`src/rtl/cic_pkg.sv`:
```
// rtl/cic_pkg.sv - shared types and constants for the CIC interpolator
package cic_pkg;

  typedef enum logic [1:0] {
    IDLE = 2'd0,
    WAIT = 2'd1,
    RUN  = 2'd2
  } state_e;

  localparam int OS_MIN = 1;
  localparam int OS_MAX = 6;
  localparam int GUARD  = 8;

  // Ratio codes 1..6 select R=2..64; everything else disables the block.
  function automatic logic os_valid(input logic [2:0] os);
    return (os >= 3'(OS_MIN)) && (os <= 3'(OS_MAX));
  endfunction

endpackage

```
`src/rtl/cic_diff.sv`:
```
// rtl/cic_diff.sv - registered first-difference (comb) stage with enable
module cic_diff #(
  parameter int W = 24
) (
  input  logic                clk_i,
  input  logic                rst_ni,
  input  logic                clr_i,
  input  logic                en_i,
  input  logic                take_i,
  input  logic signed [W-1:0] d_i,
  output logic signed [W-1:0] diff_o
);

  logic signed [W-1:0] prev_q;
  logic signed [W-1:0] diff_q;
  logic signed [W-1:0] cur;

  // When take_i is low the stage re-consumes its previous input (hold-repeat).
  assign cur = take_i ? d_i : prev_q;

  // Advance the difference only on enabled slots; flush clears the history.
  always_ff @(posedge clk_i or negedge rst_ni) begin
    if (!rst_ni) begin
      prev_q <= '0;
      diff_q <= '0;
    end else if (clr_i) begin
      prev_q <= '0;
      diff_q <= '0;
    end else if (en_i) begin
      prev_q <= cur;
      diff_q <= cur - prev_q;
    end
  end

  assign diff_o = diff_q;

endmodule

```
`src/rtl/cic_interp.sv`:
```
// rtl/cic_interp.sv - two-stage CIC interpolator, R = 2^os_sel
module cic_interp
  import cic_pkg::*;
#(
  parameter int IDW = 16,
  parameter int ODW = 16
) (
  input  logic                  clk_div,
  input  logic                  reset_n,
  input  logic [2:0]            os_sel,
  input  logic signed [IDW-1:0] data_in,
  input  logic                  in_valid,
  output logic                  in_ready,
  output logic signed [ODW-1:0] data_out,
  output logic                  out_valid,
  output logic                  underrun
);

  localparam int IW = IDW + GUARD;
  localparam logic signed [IW-1:0] OMAX = {{(IW-ODW+1){1'b0}}, {(ODW-1){1'b1}}};
  localparam logic signed [IW-1:0] OMIN = {{(IW-ODW+1){1'b1}}, {(ODW-1){1'b0}}};

  state_e              state_q, state_d;
  logic [5:0]          phase_q, phase_d;
  logic [2:0]          os_sel_q;
  logic [6:0]          r_full;
  logic [5:0]          phase_last;
  logic                consume;
  logic                clr;
  logic                tag1_q, tag2_q;
  logic signed [IW-1:0] x_new, c1, c2;
  logic signed [IW-1:0] i1_q, i2_q;
  logic signed [IW-1:0] shifted;
  logic signed [ODW-1:0] sat;
  logic signed [ODW-1:0] data_out_q;
  logic                started_q, out_valid_q, underrun_q;
  logic [2:0]          vpipe_q;

  assign r_full     = 7'd1 << os_sel_q;
  assign phase_last = 6'(r_full - 7'd1);
  assign x_new      = {{GUARD{data_in[IDW-1]}}, data_in};
  assign in_ready   = (state_q == WAIT) || ((state_q == RUN) && (phase_q == 6'd0));

  // Next state, phase and consume strobe; a bad or changed ratio forces a flush.
  always_comb begin
    state_d = state_q;
    phase_d = phase_q;
    consume = 1'b0;
    case (state_q)
      IDLE: begin
        state_d = WAIT;
        phase_d = 6'd0;
      end
      WAIT: begin
        if (in_valid) begin
          state_d = RUN;
          phase_d = 6'd1;
          consume = 1'b1;
        end
      end
      RUN: begin
        consume = (phase_q == 6'd0);
        phase_d = (phase_q == phase_last) ? 6'd0 : phase_q + 6'd1;
      end
      default: state_d = IDLE;
    endcase
    if (!os_valid(os_sel) || (os_sel != os_sel_q)) begin
      state_d = IDLE;
      phase_d = 6'd0;
    end
  end

  assign clr = (state_q == IDLE) || (state_d == IDLE);

  // State, phase and ratio registers.
  always_ff @(posedge clk_div or negedge reset_n) begin
    if (!reset_n) begin
      state_q  <= IDLE;
      phase_q  <= 6'd0;
      os_sel_q <= 3'd0;
    end else begin
      state_q  <= state_d;
      phase_q  <= phase_d;
      os_sel_q <= os_sel;
    end
  end

  cic_diff #(.W(IW)) u_s1 (
    .clk_i  (clk_div),
    .rst_ni (reset_n),
    .clr_i  (clr),
    .en_i   (consume),
    .take_i (in_valid),
    .d_i    (x_new),
    .diff_o (c1)
  );

  cic_diff #(.W(IW)) u_s2 (
    .clk_i  (clk_div),
    .rst_ni (reset_n),
    .clr_i  (clr),
    .en_i   (tag1_q),
    .take_i (1'b1),
    .d_i    (c1),
    .diff_o (c2)
  );

  // Consume tags travel alongside the comb; integrators zero-stuff between tags.
  always_ff @(posedge clk_div or negedge reset_n) begin
    if (!reset_n) begin
      tag1_q <= 1'b0;
      tag2_q <= 1'b0;
      i1_q   <= '0;
      i2_q   <= '0;
    end else if (clr) begin
      tag1_q <= 1'b0;
      tag2_q <= 1'b0;
      i1_q   <= '0;
      i2_q   <= '0;
    end else begin
      tag1_q <= consume;
      tag2_q <= tag1_q;
      if (state_q == RUN) begin
        i1_q <= i1_q + (tag2_q ? c2 : {IW{1'b0}});
        i2_q <= i2_q + i1_q;
      end
    end
  end

  // Remove gain R by arithmetic shift, then clamp into the output width.
  always_comb begin
    shifted = i2_q >>> os_sel_q;
    sat     = shifted[ODW-1:0];
    if (shifted > OMAX) begin
      sat = OMAX[ODW-1:0];
    end else if (shifted < OMIN) begin
      sat = OMIN[ODW-1:0];
    end
  end

  // Output register, valid delay line and sticky underrun flag.
  always_ff @(posedge clk_div or negedge reset_n) begin
    if (!reset_n) begin
      data_out_q  <= '0;
      started_q   <= 1'b0;
      vpipe_q     <= 3'd0;
      out_valid_q <= 1'b0;
      underrun_q  <= 1'b0;
    end else if (clr) begin
      data_out_q  <= '0;
      started_q   <= 1'b0;
      vpipe_q     <= 3'd0;
      out_valid_q <= 1'b0;
      underrun_q  <= 1'b0;
    end else begin
      data_out_q  <= sat;
      started_q   <= started_q | consume;
      vpipe_q     <= {vpipe_q[1:0], started_q};
      out_valid_q <= vpipe_q[2];
      if ((state_q == RUN) && (phase_q == 6'd0) && !in_valid) begin
        underrun_q <= 1'b1;
      end
    end
  end

  assign data_out  = data_out_q;
  assign out_valid = out_valid_q;
  assign underrun  = underrun_q;

endmodule
```
`config.mk`:
```
export PLATFORM = sky130hd
export DESIGN_NAME = cic_interp
export DESIGN_NICKNAME = d
export VERILOG_FILES = /design/src/rtl/cic_pkg.sv /design/src/rtl/cic_diff.sv /design/src/rtl/cic_interp.sv
export SDC_FILE = /design/constraint.sdc
export NUM_CORES = 1
export LEC_CHECK = 0
export CAP_MARGIN = 20
export CORE_ASPECT_RATIO = 0.75
export CORE_MARGIN = 2
export CORE_UTILIZATION = 45
export CTS_CLUSTER_DIAMETER = 120
export CTS_CLUSTER_SIZE = 30
export DETAILED_ROUTE_END_ITERATION = 7
export SYNTH_ARGS = -nofsm -noshare
export SYNTH_HDL_FRONTEND = slang
export SYNTH_SLANG_ARGS = --single-unit
```
`constraint.sdc`:
```
create_clock -name clk_div -period 2.8 [get_ports clk_div]
set_input_delay 0.28 -clock clk_div [delete_from_list [all_inputs] [get_ports clk_div]]
set_output_delay 0.28 -clock clk_div [all_outputs]
set_load 0.01 [all_outputs]
```
==> results by group <==
STA
  • Slew margin rel.: 0.585
  • Maximum clock rate: 0.357 GHz
  • Final setup vio count: 0
  • Setup TNS: 0 ns
  • Fin crit share: 0.999
  • Worst slew pin tran: 0.623 ns
  • Fin. max-slew vios: 0
  • Final Skew: 0.00762 ns
  • Final Hold Fails: 0
  • Post-layout min period: 2.80 ns
  • Final hold slack: 0.400 ns
  • Unrepaired setup endpoints after global routing: true
  • Post-route setup slack: 0.00254 ns

Critical path
  • Worst Path Buf+Inv: 1
  • CP max stage cell: or4b_1
  • Crit Path Category: flip-flop to flip-flop
  • Worst setup EP type: flip-flop
  • CP Launch Type: flip-flop
  • Max incr delay on CP: 0.46 ns
  • Critical path's top delay family: compound AO/OA/AOI/OAI gates
  • Critical path data arrival time: 3.17 ns
  • Worst Path Max Fanout: 2
  • Ordered list of cells on the worst path: mux2i_4 > ha_2 > inv_2 > fa_2 > a211oi_2 > o21bai_1 > a21oi_2 > o31ai_4 > a41oi_2 > o31ai_2 > or4b_1 > o211ai_1
  • Worst Path Required: 3.17 ns

Logic synthesis
  • Mean post-synth cell area: 8.59 µm²
  • Largest cells by area after synthesis: dfrtp_1 34%, ha_1 9.2%, mux2i_1 5.7%, nor2_1 4.4%, nand2_1 4.4%
  • Seq cells post-synth: 179
  • Unique masters post-synth: 85
  • Syn nets: 1677
  • Synth Warn #: 0
  • Syn Inst Count: 1553
  • EDFF count, synth: 0
  • Fraction of registers with async set/reset: 1.00
  • Register area share after synthesis: 0.336
  • Cell Area, Synth: 13300 µm²
  • Synth area leader: dfrtp_1
  • Synth top area share: 0.336
  • Ys flop type: dfrtp_1

Clock tree
  • TritonCTS clock tree: done
  • CTS Sinks: 179
  • Htree depth: 4
  • CTS Buf Count: 17
  • Clock-pin slew on the worst setup and hold paths: 0.07 ns
  • Clk root buf: clkbuf_16
  • Clock Latency Late Sink: 0.45 ns
  • Clk buf depth: 2

Place
  • Dpl ws: -0.771 ns
  • GPL Wtd Cong: 0.902
  • Placed instance area: 15300 µm²
  • PortBufs: 40
  • Placed cell count: 2082
  • Dpl hpwl: 25900 µm

Routing
  • Final wirelength: 33900 µm
  • Vias post-DR: 11900
  • Post-DRT Antenna Nets: 0
  • WL/cell: 16.0 µm
  • DR vias/cell: 5.59
  • Residual DRC: 0
  • Drt initial violations: 805
  • Pre-antenna DRT Iters: 5

Finish
  • Post-Layout Inst Area: 16300 µm²
  • Most common cell after layout, fill and taps aside: buf_4
  • Final Util: 0.561
  • Layout area overhead: 22.3%
  • Net count, final: 1846
  • Share of cells above drive strength 1: 0.184
  • Post-Layout Cell Count: 2127
  • Most frequent cells in the layout: 184 x buf_4, 177 x dfrtp_1, 158 x nor2_1
  • N_diodes: 0

Power and ir drop
  • PwrDens: 339 nW/µm²
  • Lkg Pwr: 7.20 nW
  • Total power: 5.54 mW
  • VDD IR max: 0.383 mV

Die
  • Core ar.: 29100 µm²
  • Die Ht: 153 µm
  • Die area: 31100 µm²
  • FP Rows: 54
  • Io pins: 41
  • Die width: 203 µm
  • Initial core utilization: 0.458

Global route
  • Initial antenna violation count: 0
  • Largest net degree at the start of global routing: 72
  • Global-route wire length before repair: 56500 µm
  • GRT Residual Overflow: 0
  • Vias in the first global route: 11100
  • GRT Total Usage: 0.223

Flow run
  • Max_cap viols: 0

Hold path
  • Hold Path Class: input port to async pin

Outcome
  • Status: finished clean
-- cell usage after synthesis (17+ instances only) --
cell type / count
xor2_1: 32
nor2_1: 158
o21bai_1: 17
clkbuf_1: 61
a31oi_1: 24
nor2b_1: 25
inv_1: 74
xnor2_1: 37
dfrtp_1: 179
nand3_1: 37
o21ai_0: 111
ha_1: 98
a211oi_1: 37
nand4_1: 22
and2_1: 36
a21o_1: 39
nand2_1: 156
mux2i_1: 76
nor3_1: 22
a21oi_1: 114
-- power by group --
part           switching, mW  internal, mW
registers            0.00490          2.59
logic                  0.322         0.297
clock network           1.13          1.20
total                   1.46          4.08
-- final cells by class --
class	count	area, µm²
fillers	2673	12800
multi-input cells	1215	8550
flip-flops and latches	179	4480
repair buffers	233	1960
well taps	392	490
clock buffers	19	453
inverters	76	285
clock inverters	13	100
-- layer usage --
| layer | vias up | global-route usage | part of all wire |
|---|---|---|---|
| li1 | 5904 | - | - |
| met1 | 5741 | 0.353 | 0.53 |
| met2 | 219 | 0.313 | 0.41 |
| met3 | 20 | 0.0403 | 0.047 |
| met4 | 0 | 0.0466 | 0.0083 |
| met5 | - | 0 | 0 |
-- repair_timing --
action,4_1_cts,5_1_grt
setup buffers,3,8
gates resized for setup,27,56
endpoints found under the hold margin,67,0
hold buffers,1,0
gates cloned,1,0
pin swaps,10,27
setup endpoints to repair,17,34
-- cells by family (layout without fill, tap and decap cells) --
kind of cell | after synthesis | count (layout) | synth area share
simple gates | 527 | 527 | 0.190
compound gates | 427 | 427 | 0.204
flops | 179 | 179 | 0.336
buf+inv | 159 | 341 | 0.0486
fa+ha+maj | 103 | 103 | 0.0986
mux | 89 | 89 | 0.0781
xor+xnor | 69 | 69 | 0.0453
-- path summary, 6_finish.rpt --
kind / start / endpoint / slack, ns / cells past startpoint
setup / recovery: u_s1.prev_q[0] / u_s1.diff_o[22] / 0.003 / 12
hold / removal: reset_n / data_out[6] / 0.40 / 2
setup reg to reg: u_s1.prev_q[0] / u_s1.diff_o[22] / 0.003 / 12
hold reg to reg: vpipe_q[0] / vpipe_q[1] / 0.45 / 1
max in group asynchronous: reset_n / tag2_q / 1.58 / 3
min in group clk_div: os_sel[0] / os_sel_q[0] / 0.41 / 1
-- worst reg2reg max path, cell delays in order, from the launching register on --
cell	delay, ns
dfrtp_1	0.41
mux2i_4	0.16
ha_2	0.21
inv_2	0.04
fa_2	0.35
a211oi_2	0.24
o21bai_1	0.12
a21oi_2	0.25
o31ai_4	0.10
a41oi_2	0.20
o31ai_2	0.09
or4b_1	0.47
o211ai_1	0.09
-- sequential cells by signal, summed over array words and instances (netlist names), 2 cells and up --
register     count
os_sel_q         3
phase_q          6
vpipe_q          3
state_q          2
u_s1.diff_o     24
data_out        16
u_s2.diff_o     24
i1_q            24
i2_q            24
u_s2.prev_q     24
u_s1.prev_q     24
No activity file was read; power rests on OpenSTA's default activity.
